[src/rtl/sc_rr_crossbar_arbiter.sv]
// Round-robin arbiter for one slave port: one-hot tristate enables, grant held to ack,
// one all-disabled turnaround cycle between grants. Optional watchdog: SC_RR_ARB_TIMEOUT_EN.
module sc_rr_crossbar_arbiter #(
  parameter int NUM_MASTERS    = 4,
  parameter int TIMEOUT_CYCLES = 255,
  localparam int ID_W          = $clog2(NUM_MASTERS)
) (
  input  logic                   i_clk,
  input  logic                   i_rst,
  input  logic [NUM_MASTERS-1:0] i_req,
  input  logic                   i_ack,
  output logic [NUM_MASTERS-1:0] o_enable,
  output logic [ID_W-1:0]        o_grant_id,
  output logic                   o_busy,
  output logic                   o_timeout
);

  // state | meaning
  // IDLE  | no grant; pick the next requester scanning from ptr
  // BUSY  | one master enabled, waiting for ack, abandon or watchdog
  // TURN  | single all-disabled cycle so two buffers never overlap
  typedef enum logic [1:0] {IDLE, BUSY, TURN} state_t;

  state_t                 state, state_nxt;
  logic [ID_W-1:0]        ptr, ptr_nxt;
  logic [NUM_MASTERS-1:0] enable_nxt;
  logic [ID_W-1:0]        grant_id_nxt;
  logic                   busy_nxt;
  logic                   timeout_nxt;
  logic                   pick_valid;
  logic [ID_W-1:0]        pick_id;
  logic [ID_W:0]          scan;
  logic [ID_W:0]          grant_inc;
  logic [ID_W-1:0]        ptr_after;
  logic                   expire;
  logic                   release_now;

  if (NUM_MASTERS < 2 || NUM_MASTERS > 16 || TIMEOUT_CYCLES < 2 || TIMEOUT_CYCLES > 65535)
  begin : g_illegal_params
    logic illegal_parameter_value;
  end

  // Descending scan so the smallest offset from ptr wins.
  always_comb begin
    pick_valid = 1'b0;
    pick_id    = '0;
    scan       = '0;
    for (int k = NUM_MASTERS - 1; k >= 0; k--) begin
      scan = {1'b0, ptr} + (ID_W+1)'(k);
      if (scan >= (ID_W+1)'(NUM_MASTERS)) scan = scan - (ID_W+1)'(NUM_MASTERS);
      if (i_req[scan[ID_W-1:0]]) begin
        pick_valid = 1'b1;
        pick_id    = scan[ID_W-1:0];
      end
    end
  end

  assign grant_inc = {1'b0, o_grant_id} + (ID_W+1)'(1);
  assign ptr_after = (grant_inc == (ID_W+1)'(NUM_MASTERS)) ? '0 : grant_inc[ID_W-1:0];

`ifdef SC_RR_ARB_TIMEOUT_EN
  logic [15:0] wdog;

  assign expire = (state == BUSY) && (wdog == 16'(TIMEOUT_CYCLES - 1));

  always_ff @(posedge i_clk) begin
    if (i_rst || state != BUSY) wdog <= '0;
    else                        wdog <= wdog + 16'd1;
  end
`else
  assign expire = 1'b0;
`endif

  assign release_now = i_ack || !i_req[o_grant_id] || expire;

  always_comb begin
    state_nxt    = state;
    ptr_nxt      = ptr;
    enable_nxt   = o_enable;
    grant_id_nxt = o_grant_id;
    busy_nxt     = o_busy;
    timeout_nxt  = 1'b0;
    case (state)
      IDLE: begin
        if (pick_valid) begin
          state_nxt    = BUSY;
          enable_nxt   = {{(NUM_MASTERS-1){1'b0}}, 1'b1} << pick_id;
          grant_id_nxt = pick_id;
          busy_nxt     = 1'b1;
        end
      end
      BUSY: begin
        if (release_now) begin
          state_nxt   = TURN;
          ptr_nxt     = ptr_after;
          enable_nxt  = '0;
          busy_nxt    = 1'b0;
          // Ack or abandon in the expiry cycle is a normal completion.
          timeout_nxt = expire && !i_ack && i_req[o_grant_id];
        end
      end
      TURN: begin
        state_nxt  = IDLE;
        enable_nxt = '0;
        busy_nxt   = 1'b0;
      end
      default: begin
        state_nxt  = IDLE;
        enable_nxt = '0;
        busy_nxt   = 1'b0;
      end
    endcase
  end

  always_ff @(posedge i_clk) begin
    if (i_rst) begin
      state      <= IDLE;
      ptr        <= '0;
      o_enable   <= '0;
      o_grant_id <= '0;
      o_busy     <= 1'b0;
      o_timeout  <= 1'b0;
    end else begin
      state      <= state_nxt;
      ptr        <= ptr_nxt;
      o_enable   <= enable_nxt;
      o_grant_id <= grant_id_nxt;
      o_busy     <= busy_nxt;
      o_timeout  <= timeout_nxt;
    end
  end

endmodule
[config.mk]
export PLATFORM = sky130hd
export DESIGN_NAME = sc_rr_crossbar_arbiter
export DESIGN_NICKNAME = d
export VERILOG_FILES = /design/src/rtl/sc_rr_crossbar_arbiter.sv
export SDC_FILE = /design/constraint.sdc
export NUM_CORES = 1
export LEC_CHECK = 0
export BUFFER_PORTS_ARGS = -buffer_cell sky130_fd_sc_hd__buf_2
export CORE_AREA = 2 2 39 41
export CTS_CLUSTER_DIAMETER = 200
export CTS_CLUSTER_SIZE = 24
export DETAILED_ROUTE_END_ITERATION = 10
export DIE_AREA = 0 0 41 43
export PLACE_DENSITY = 0.66
export SLEW_MARGIN = 20
export SYNTH_ARGS = -nofsm -noshare
export SYNTH_HDL_FRONTEND = slang
export SYNTH_SLANG_ARGS = --single-unit
[constraint.sdc]
create_clock -name i_clk -period 1.25 [get_ports i_clk]
set_input_delay 0.25 -clock i_clk [delete_from_list [all_inputs] [get_ports i_clk]]
set_output_delay 0.25 -clock i_clk [all_outputs]
set_load 0.01 [all_outputs]
== Word-level counts from Yosys, hierarchy flattened ==
Cells that the tools add are included.

* Flip-flop bits (word level): 11
* Input bits: 7
* Output and inout bits: 8
* Word-level logic and storage cells: 65

* Add/sub/neg operators: 8
* $lt $le $gt $ge: 9
* Eq/ne operators: 4
* Shifts and indexed selects: 1
* Multiplexer cells: 32
* Reductions and logical operators: 6

{| class="wikitable"
|+ Operators with widths
! kind !! count
|-
| $mux 2 || 11
|-
| $lt 2x3->1 const B || 5
|-
| $mux 1 || 11
|-
| $bmux 1 s2 || 5
|-
| $ge 3x3->1 const B || 3
|-
| $mux 4 || 2
|-
| $pmux 4 s2 || 1
|-
| $sub 2x1->2 const B || 4
|-
| $add 2x1->3 const B || 2
|-
| $add 2x2->3 const B || 2
|-
| $reduce_and 2->1 || 3
|-
| $ne 2x2->1 const B || 2
|-
| $pmux 2 s2 || 1
|-
| $shl 1x2->4 const A || 1
|-
| $eq 3x3->1 const B || 1
|-
| $ge 2x3->1 const B || 1
|-
| $eq 2x1->1 const B || 1
|-
| $logic_not 2->1 || 1
|-
| $pmux 1 s2 || 1
|-
| $logic_not 1->1 || 1
|-
| $logic_or 1x1->1 || 1
|}

== Longest topological paths before layout ==
Gate-level depths: netlist of run 1.

* Depth in word-level cells: 12
* Mapped depth: 4

== Least setup slack after synthesis of run 1 ==
OpenSTA, ideal clock, no wires.

* Path type: flip-flop to flip-flop
* From: reg o_grant_id[0]
* To: reg ptr[0]
* Arrival time: 1.380 ns
* Setup slack: -0.200 ns
* Stages on the path, launching flop included: 5
* Path buffers: 0
* Clock period less this slack: 1.450 ns
* Path through: dfxtp_1 -> mux2i_1 -> o221ai_2 -> or4_1 -> a21oi_1

* Cells in the longest elaborated chain, start to end: 5
* Elaborated cells on any way between the ends: 8
* Classes of those cells: add/sub (1); eq/ne (1); mux (3); reduce/logical (3)

{| class="wikitable"
|+ Ends and longest elaborated chain
! item !! line !! text
|-
| start: declaration || 13 || <nowiki>output logic [ID_W-1:0] o_grant_id,</nowiki>
|-
| start signal: assignment || 127 || <nowiki>o_grant_id <= grant_id_nxt;</nowiki>
|-
| branches (longest 5 deep; another with $add 2x1->3) || n/a ||
|-
| end signal: assignment || 125 || <nowiki>ptr <= ptr_nxt;</nowiki>
|-
| end: declaration || 25 || <nowiki>logic [ID_W-1:0] ptr, ptr_nxt;</nowiki>
|}

Several ways; the timed one is not identified. The select of a mux whose other input is x is not followed.
A chain may end at the register's enable or synchronous reset.

== Final worst setup path of run 1 ==
Same ends and word-level chain as after synthesis.

==> metrics.csv, run 1 <==
metric,value,unit
area_growth_syn_to_layout,45.50,%
timing.fmax,718.5,MHz
nets,95,
grt_pass1_wl,2.001,mm
drt_iter0_drc,7,
cp_max_fo,3,
crit_family,simple AND/OR/NAND/NOR gates,
slowest_delay,0.43,ns
die_y,43,um
vdd_drop_max,0.0004790,V
period_share,111.3,%
crit_path_end_kind,register,
drv_slew,0,
seq_area,205.2,sq um
hpwl,955.5,um
synth_fp_nets,69,
drc,0,
cp-start-kind,register,
setup_viol,5,
path_clk_slew,0.07,ns
layout-drive-gt1-share,50.00,%
critPathRequiredTime,1.45,ns
synth_area,528.0,sq um
syn_avg_cell_area,8.656,sq um
boundaryPins,15,
clockBufferDepth,2,
grtUsageTotal,16.73,%
syn_inst,61,
worst_slack,-0.1418,ns
clock-sinks,10,
die_w,41,um
cts_tree,yes,
worstPathArrival,1.59,ns
yosys_warnings,0,
violations,setup timing,
h-tree-depth,1,
fin_setup_tns,-0.6100,ns
path_cells,mux2i_2 -> o221ai_2 -> or4_4 -> a21oi_2,
outcome,finished with violations,
core.rowCount,14,
period_minus_slack,1.392,ns
vias,539,
power.density,1197,nW/um^2
hold_buffers,0,
hold_viol,0,
routed_wl,1.307,mm
via_per_inst,5.284,
numCtsBuffers,3,
synth-seq-cells,10,
p_leak,0.3269,nW
clk_latency,0.26,ns
fin_cells,102,
fillers,130,
core,1384,sq um
antenna_found_initial,0,
diodes,0,
dp_slack,-0.1546,ns
crit_buf_inv,0,
gp_congestion,0.7442,
cts_root_buffer,clkbuf_4,
dp.cells,94,
io_buffers,13,
rsz0062_at_grt,true,
detail-route-antenna-nets,0,
final.setup_skew,0.0007883,ns
hold_class,primary input to register,
ys_seq_area_share,37.91,%
multi_input_area,351.6,sq um
grt_max_degree,11,
die_area,1763,sq um
yosys.cell_types.count,27,
overflow,0,
wl_per_cell,12.81,um
drv_cap,0,
start_util,38.16,%
path_class,register to register,
crit_path_top_delay_cell,or4_4,
grt_pass1_vias,491,
dr.pass1.iters,4,
-- report_power, final --
part / leakage, nW / switching [mW] / internal (mW)
clock network: 0.0210 / 0.114 / 0.177
registers: 0.0830 / 0.0305 / 0.349
logic: 0.223 / 0.121 / 0.129
total: 0.327 / 0.266 / 0.654
-- Yosys cell counts --
master | instances | share of area (%)
a211o_1 | 1 | 1.7
a21oi_1 | 4 | 3.8
a32o_1 | 4 | 7.6
and3_2 | 1 | 1.4
buf_2 | 1 | 0.95
buf_4 | 1 | 1.4
clkbuf_1 | 1 | 0.71
conb_1 | 1 | 0.71
dfxtp_1 | 10 | 38
ha_1 | 1 | 2.4
inv_1 | 2 | 1.4
mux2i_1 | 2 | 3.8
nand2_1 | 2 | 1.4
nand2b_1 | 1 | 1.2
nor2_1 | 4 | 2.8
nor2b_1 | 5 | 5.9
nor3_1 | 3 | 2.8
nor4_1 | 2 | 2.4
nor4b_1 | 1 | 1.7
o211ai_1 | 1 | 1.4
o21a_1 | 1 | 1.4
o21ai_0 | 6 | 5.7
o221ai_2 | 1 | 2.8
o41ai_1 | 1 | 1.7
or2_1 | 2 | 2.4
or2_2 | 1 | 1.2
or4_1 | 1 | 1.4
-- placed cells by master, fill, tap and decap left out, types with 2 or more instances in the layout --
cell,n
nor3_2,2
a32o_1,4
dfxtp_1,8
nor2_1,3
o21ai_0,5
inv_1,2
a21oi_1,2
a21oi_2,2
buf_4,11
nor2b_1,5
nand2_1,2
or2_1,2
buf_2,13
clkbuf_4,3
-- routing by layer --
layer	GRT usage, %	routed length (um)	vias to the layer above
li1	-	-	276
met1	20.52	580	246
met2	26.25	646	13
met3	2.094	46	4
met4	10.00	32	0
met5	0	0	-
-- worst paths after layout --
kind | startpoint | endpoint | slack (ns) | cells after the start
min | i_rst | ptr[0] | 0.27 | 2
min reg2reg | o_enable[1] | o_enable[1] | 0.46 | 1
max | o_grant_id[0] | ptr[0] | -0.14 | 4
max reg2reg | o_grant_id[0] | ptr[0] | -0.14 | 4
-- sequential cells by signal (all words and copies together) (netlist names) --
register,cells
state,2
ptr,2
o_grant_id,2
o_enable,4
-- worst register-to-register path, cell delays in order (launching register included) --
cell	delay, ns
dfxtp_4	0.37
mux2i_2	0.23
o221ai_2	0.15
or4_4	0.43
a21oi_2	0.15
-- layout make-up --
cell class	count	share of cell area, %
repair buffers	24	19.22
inverters	2	0.9772
flip-flops and latches	10	26.71
well taps	16	2.606
clock buffers	4	4.723
multi-input cells	46	45.77
-- kinds of logic after synthesis --
family,count (synthesis),share of synthesized area [%]
muxes,2,3.792
AOI/OAI and AO/OA,19,26.07
DFF,10,37.91
other,1,0.7102
adders and majority gates,1,2.369
buffers and inverters,5,4.502
and+or+nand+nor,23,24.65
-- repair_timing --
item / CTS / global route
setup buffers: 1 / 3
endpoints found under the hold margin: 0 / 0
pin swaps: 2 / 2
resized for setup: 8 / 5
cloned: 0 / 0
endpoints found under the setup margin: 7 / 8
-- metrics by stage --
stage | power (mW) | hold slack, ns | area [sq um] | utilization [%]
floorplan | 0.5023 | 0.4397 | 531.8 | -
global placement | 0.5827 | 0.4464 | 653.1 | 47.20
detailed placement | 0.5881 | 0.4519 | 653.1 | 47.20
CTS | 0.9068 | 0.2499 | 728.2 | 52.62
global route | 0.9751 | 0.2791 | 768.2 | 55.52
finish | 0.9194 | 0.2745 | 768.2 | 55.52
Note: power is estimated with default switching activity, not from simulation.
==> run 2, diff against run 1 <==
--- a/config.mk
+++ b/config.mk
@@ -11,7 +11,6 @@
 export CTS_CLUSTER_SIZE = 24
 export DETAILED_ROUTE_END_ITERATION = 10
 export DIE_AREA = 0 0 41 43
-export PLACE_DENSITY = 0.66
 export SLEW_MARGIN = 20
 export SYNTH_ARGS = -nofsm -noshare
 export SYNTH_HDL_FRONTEND = slang
==> constraint.sdc (replaced) <==
create_clock -name i_clk -period 1.5 [get_ports i_clk]
set_input_delay 0.3 -clock i_clk [delete_from_list [all_inputs] [get_ports i_clk]]
set_output_delay 0.3 -clock i_clk [all_outputs]
set_load 0.01 [all_outputs]
==> metrics.csv, run 2 (synthesized netlist as in run 1, its figures left out) <==
metric,value,unit
outcome,"finished, final reports clean",
gp_congestion,0.7159,
io_buffers,13,
rsz0062_at_grt,false,
drv_slew,0,
area_growth_syn_to_layout,24.64,%
grt_max_degree,11,
cp-start-kind,register,
via_per_inst,5.253,
hold_end,ptr[0],
setup_viol,0,
boundaryPins,15,
final.setup_skew,0.005306,ns
r2r_start,o_grant_id[0],
dp_slack,0.06770,ns
grt_pass1_wl,1.704,mm
multi_input_area,304.0,sq um
fin_cells,95,
hold_start,i_rst,
layout-drive-gt1-share,31.65,%
start_util,38.16,%
dp.cells,92,
timing.fmax,725.8,MHz
final_common_cell,buf_2,
drt_iter0_drc,8,
nets,89,
worstPathArrival,1.57,ns
vias,499,
timing.rr.end,ptr[0],
power.density,972.9,nW/um^2
die_area,1763,sq um
detail-route-antenna-nets,0,
largest_reg_flops,4,
overflow,0,
grtUsageTotal,15.07,%
reg2reg_depth,4,
final_cell_mix,"buf_2 (13), dfxtp_1 (9), o21ai_0 (6)",
cts_root_buffer,clkbuf_4,
top_register,o_enable,
period_minus_slack,1.378,ns
dr.pass1.iters,4,
holdWs,0.3041,ns
drc,0,
worst_slack,0.1222,ns
hpwl,885.8,um
grt_pass1_vias,432,
routed_wl,1.127,mm
hold_viol,0,
p_leak,0.2821,nW
path_class,register to register,
period_share,91.86,%
numCtsBuffers,3,
clockBufferDepth,2,
clock-sinks,10,
fillers,126,
die_w,41,um
hold_buffers,0,
whs_path_depth,2,
path_clk_slew,0.06,ns
critPathRequiredTime,1.69,ns
crit_path_end_kind,register,
seq_area,201.4,sq um
clk_latency,0.25,ns
drv_cap,0,
fin_setup_tns,0,ns
vdd_drop_max,0.0004059,V
r2r_setup_slack,0.12,ns
hold_class,primary input to register,
cp_max_fo,4,
wl_per_cell,11.86,um
diodes,0,
core,1384,sq um
cts_tree,yes,
h-tree-depth,1,
antenna_found_initial,0,
die_y,43,um
core.rowCount,14,
-- run 2: how the worst max path moves through the flow --
| stage | cells after the start | endpoint | slack, ns | startpoint |
|---|---|---|---|---|
| 2_1_floorplan | 4 | ptr[0] | 0.05 | o_grant_id[0] |
| 3_3_place_gp | 4 | ptr[0] | 0.04 | o_grant_id[0] |
| 3_5_place_dp | 6 | o_enable[1] | 0.07 | i_req[2] |
| 4_1_cts | 4 | ptr[0] | 0.06 | o_grant_id[0] |
| 5_1_grt | 4 | ptr[0] | 0.05 | o_grant_id[0] |
| 6_report | 4 | ptr[0] | 0.12 | o_grant_id[0] |
-- run 2: layout make-up --
class | count | share of cell area [%]
Clock buffer | 3 | 3.422
Inverter | 2 | 1.141
Multi-Input combinational cell | 46 | 46.20
Sequential cell | 10 | 30.61
Tap cell | 16 | 3.042
Timing Repair Buffer | 18 | 15.59
-- run 2: worst max-delay path: stages, from the launching register on --
cell and delay [ns]:
dfxtp_2 0.37, mux2i_1 0.24, o221ai_2 0.15, or4_1 0.41
a21oi_1 0.14
-- run 2: power breakdown --
part	internal (mW)	total (mW)	switching (mW)
sequential	0.291	0.315	0.0246
combinational	0.0750	0.157	0.0823
clock	0.0918	0.168	0.0759
-- run 2: metal layers --
metal | up-vias | share of wire [%] | track usage, %
met5 | - | 0 | 0
met4 | 0 | 1.3 | 12.00
met3 | 2 | 4.2 | 6.283
met2 | 9 | 46 | 20.94
met1 | 222 | 49 | 17.11
li1 | 266 | - | -
-- run 2: timing repair --
item	CTS	global route
endpoints found under the setup margin	0	1
setup buffers	0	0
hold endpoints to repair	0	0
resized for setup	0	1
-- run 2: stage by stage --
stage | instance area, sq um | util (%) | total power [mW]
2_1_floorplan | 528.0 | - | 0.4184
3_3_place_gp | 634.4 | 45.84 | 0.4763
3_5_place_dp | 634.4 | 45.84 | 0.4757
4_1_cts | 656.9 | 47.47 | 0.6476
5_1_grt | 658.1 | 47.56 | 0.6944
6_report | 658.1 | 47.56 | 0.6403
==> run 3, diff against run 2 <==
--- a/config.mk
+++ b/config.mk
@@ -11,6 +11,7 @@
 export CTS_CLUSTER_SIZE = 24
 export DETAILED_ROUTE_END_ITERATION = 10
 export DIE_AREA = 0 0 41 43
+export RECOVER_POWER = 100
 export SLEW_MARGIN = 20
 export SYNTH_ARGS = -nofsm -noshare
 export SYNTH_HDL_FRONTEND = slang
==> constraint.sdc (replaced) <==
create_clock -name i_clk -period 1.7 [get_ports i_clk]
set_input_delay 0.34 -clock i_clk [delete_from_list [all_inputs] [get_ports i_clk]]
set_output_delay 0.34 -clock i_clk [all_outputs]
set_load 0.01 [all_outputs]
==> metrics.csv, run 3 (synthesized netlist as in run 1, its figures left out) <==
metric,value,unit
p_leak,0.2294,nW
worstPathArrival,1.70,ns
power,553.5,uW
drc,0,
grt_pass1_vias,406,
area_growth_syn_to_layout,16.59,%
boundaryPins,15,
path_clk_slew,0.06,ns
final_cell_mix,"dfxtp_1 (10), clkbuf_1 (8), o21ai_0 (6)",
nets,85,
top_register,o_enable,
diodes,0,
largest_reg_flops,4,
grt_pass1_wl,1.683,mm
fin_cells,91,
slowest_delay,0.43,ns
clk_latency,0.25,ns
antenna_found_initial,0,
die_w,41,um
vias,505,
r2r_setup_slack,0.19,ns
period_share,89.05,%
path_cells,mux2i_1 -> o221ai_2 -> or4_1 -> a21oi_1,
worst_slack,0.1862,ns
crit_path_end_kind,register,
dp_slack,0.1875,ns
dr.pass1.iters,4,
core,1384,sq um
drv_cap,0,
vdd_drop_max,0.0004836,V
placed_area,604.3,sq um
ctsResizeCount,0,
r2r_start,o_grant_id[0],
hold_start,i_rst,
io_buffers,13,
grt_max_degree,11,
reg2reg_depth,4,
gp_congestion,0.7237,
outcome,"finished, final reports clean",
power.density,899.1,nW/um^2
final_common_cell,dfxtp_1,
hpwl,853.8,um
wl_per_cell,12.41,um
die_y,43,um
hold_viol,0,
final.setup_skew,0.001526,ns
cp-start-kind,register,
cts_root_buffer,clkbuf_4,
crit_path_top_delay_cell,dfxtp_1,
hold_class,primary input to register,
die_area,1763,sq um
drv_slew,0,
clockBufferDepth,2,
whs_path_depth,2,
grtUsageTotal,15.04,%
core.rowCount,14,
via_per_inst,5.549,
timing.rr.end,ptr[0],
postCtsSetupBuffers,0,
fin_area,615.6,sq um
period_minus_slack,1.514,ns
drt_iter0_drc,10,
clock-sinks,10,
hold_buffers,0,
cts_tree,yes,
setup_viol,0,
routed_wl,1.129,mm
layout-drive-gt1-share,14.67,%
critPathRequiredTime,1.89,ns
hold_end,ptr[0],
timing.fmax,660.6,MHz
path_class,register to register,
fin_setup_tns,0,ns
rsz0062_at_grt,false,
cp_max_fo,7,
numCtsBuffers,3,
detail-route-antenna-nets,0,
h-tree-depth,1,
dp.cells,88,
overflow,0,
start_util,38.16,%
-- run 3: critical path, delay by kind of cell (launching register included) --
kind            cells  cell delay, ns
simple gates        1            0.43
flops               1            0.43
compound gates      2            0.33
mux                 1            0.25
-- run 3: worst max-delay path by stage --
stage	from	endpoint
after floorplan	o_grant_id[0]	ptr[0]
after global placement	i_req[3]	o_enable[2]
after detailed placement	i_req[3]	o_enable[2]
after CTS	o_grant_id[0]	ptr[0]
after global routing	o_grant_id[0]	ptr[0]
final	o_grant_id[0]	ptr[0]
-- run 3: where the power goes --
part	switching, mW	internal, mW
registers	0.0231	0.256
clock network	0.0701	0.0812
logic	0.0701	0.0530
total	0.163	0.390
-- run 3: final cells by class --
| type | instances | area, sq um |
|---|---|---|
| Tap cell | 16 | 20.02 |
| Sequential cell | 10 | 200.2 |
| Inverter | 2 | 7.507 |
| Fill cell | 151 | 768.2 |
| Timing Repair Buffer | 14 | 62.56 |
| Clock buffer | 3 | 22.52 |
| Multi-Input combinational cell | 46 | 302.8 |
-- run 3: metrics by stage --
stage          hold WS [ns]  utilization, %
3_3_place_gp         0.4524           43.67
3_5_place_dp         0.4527           43.67
5_1_grt              0.3483           44.48
2_1_floorplan        0.4631               -
6_report             0.3388           44.48
4_1_cts              0.3293           45.30
-- run 3: layer usage --
metal  track usage (%)  part of all wire [%]
met1             18.30                    48
met5                 0                     0
met4             12.00                   1.2
met2             20.63                    44
met3             4.712                   7.2
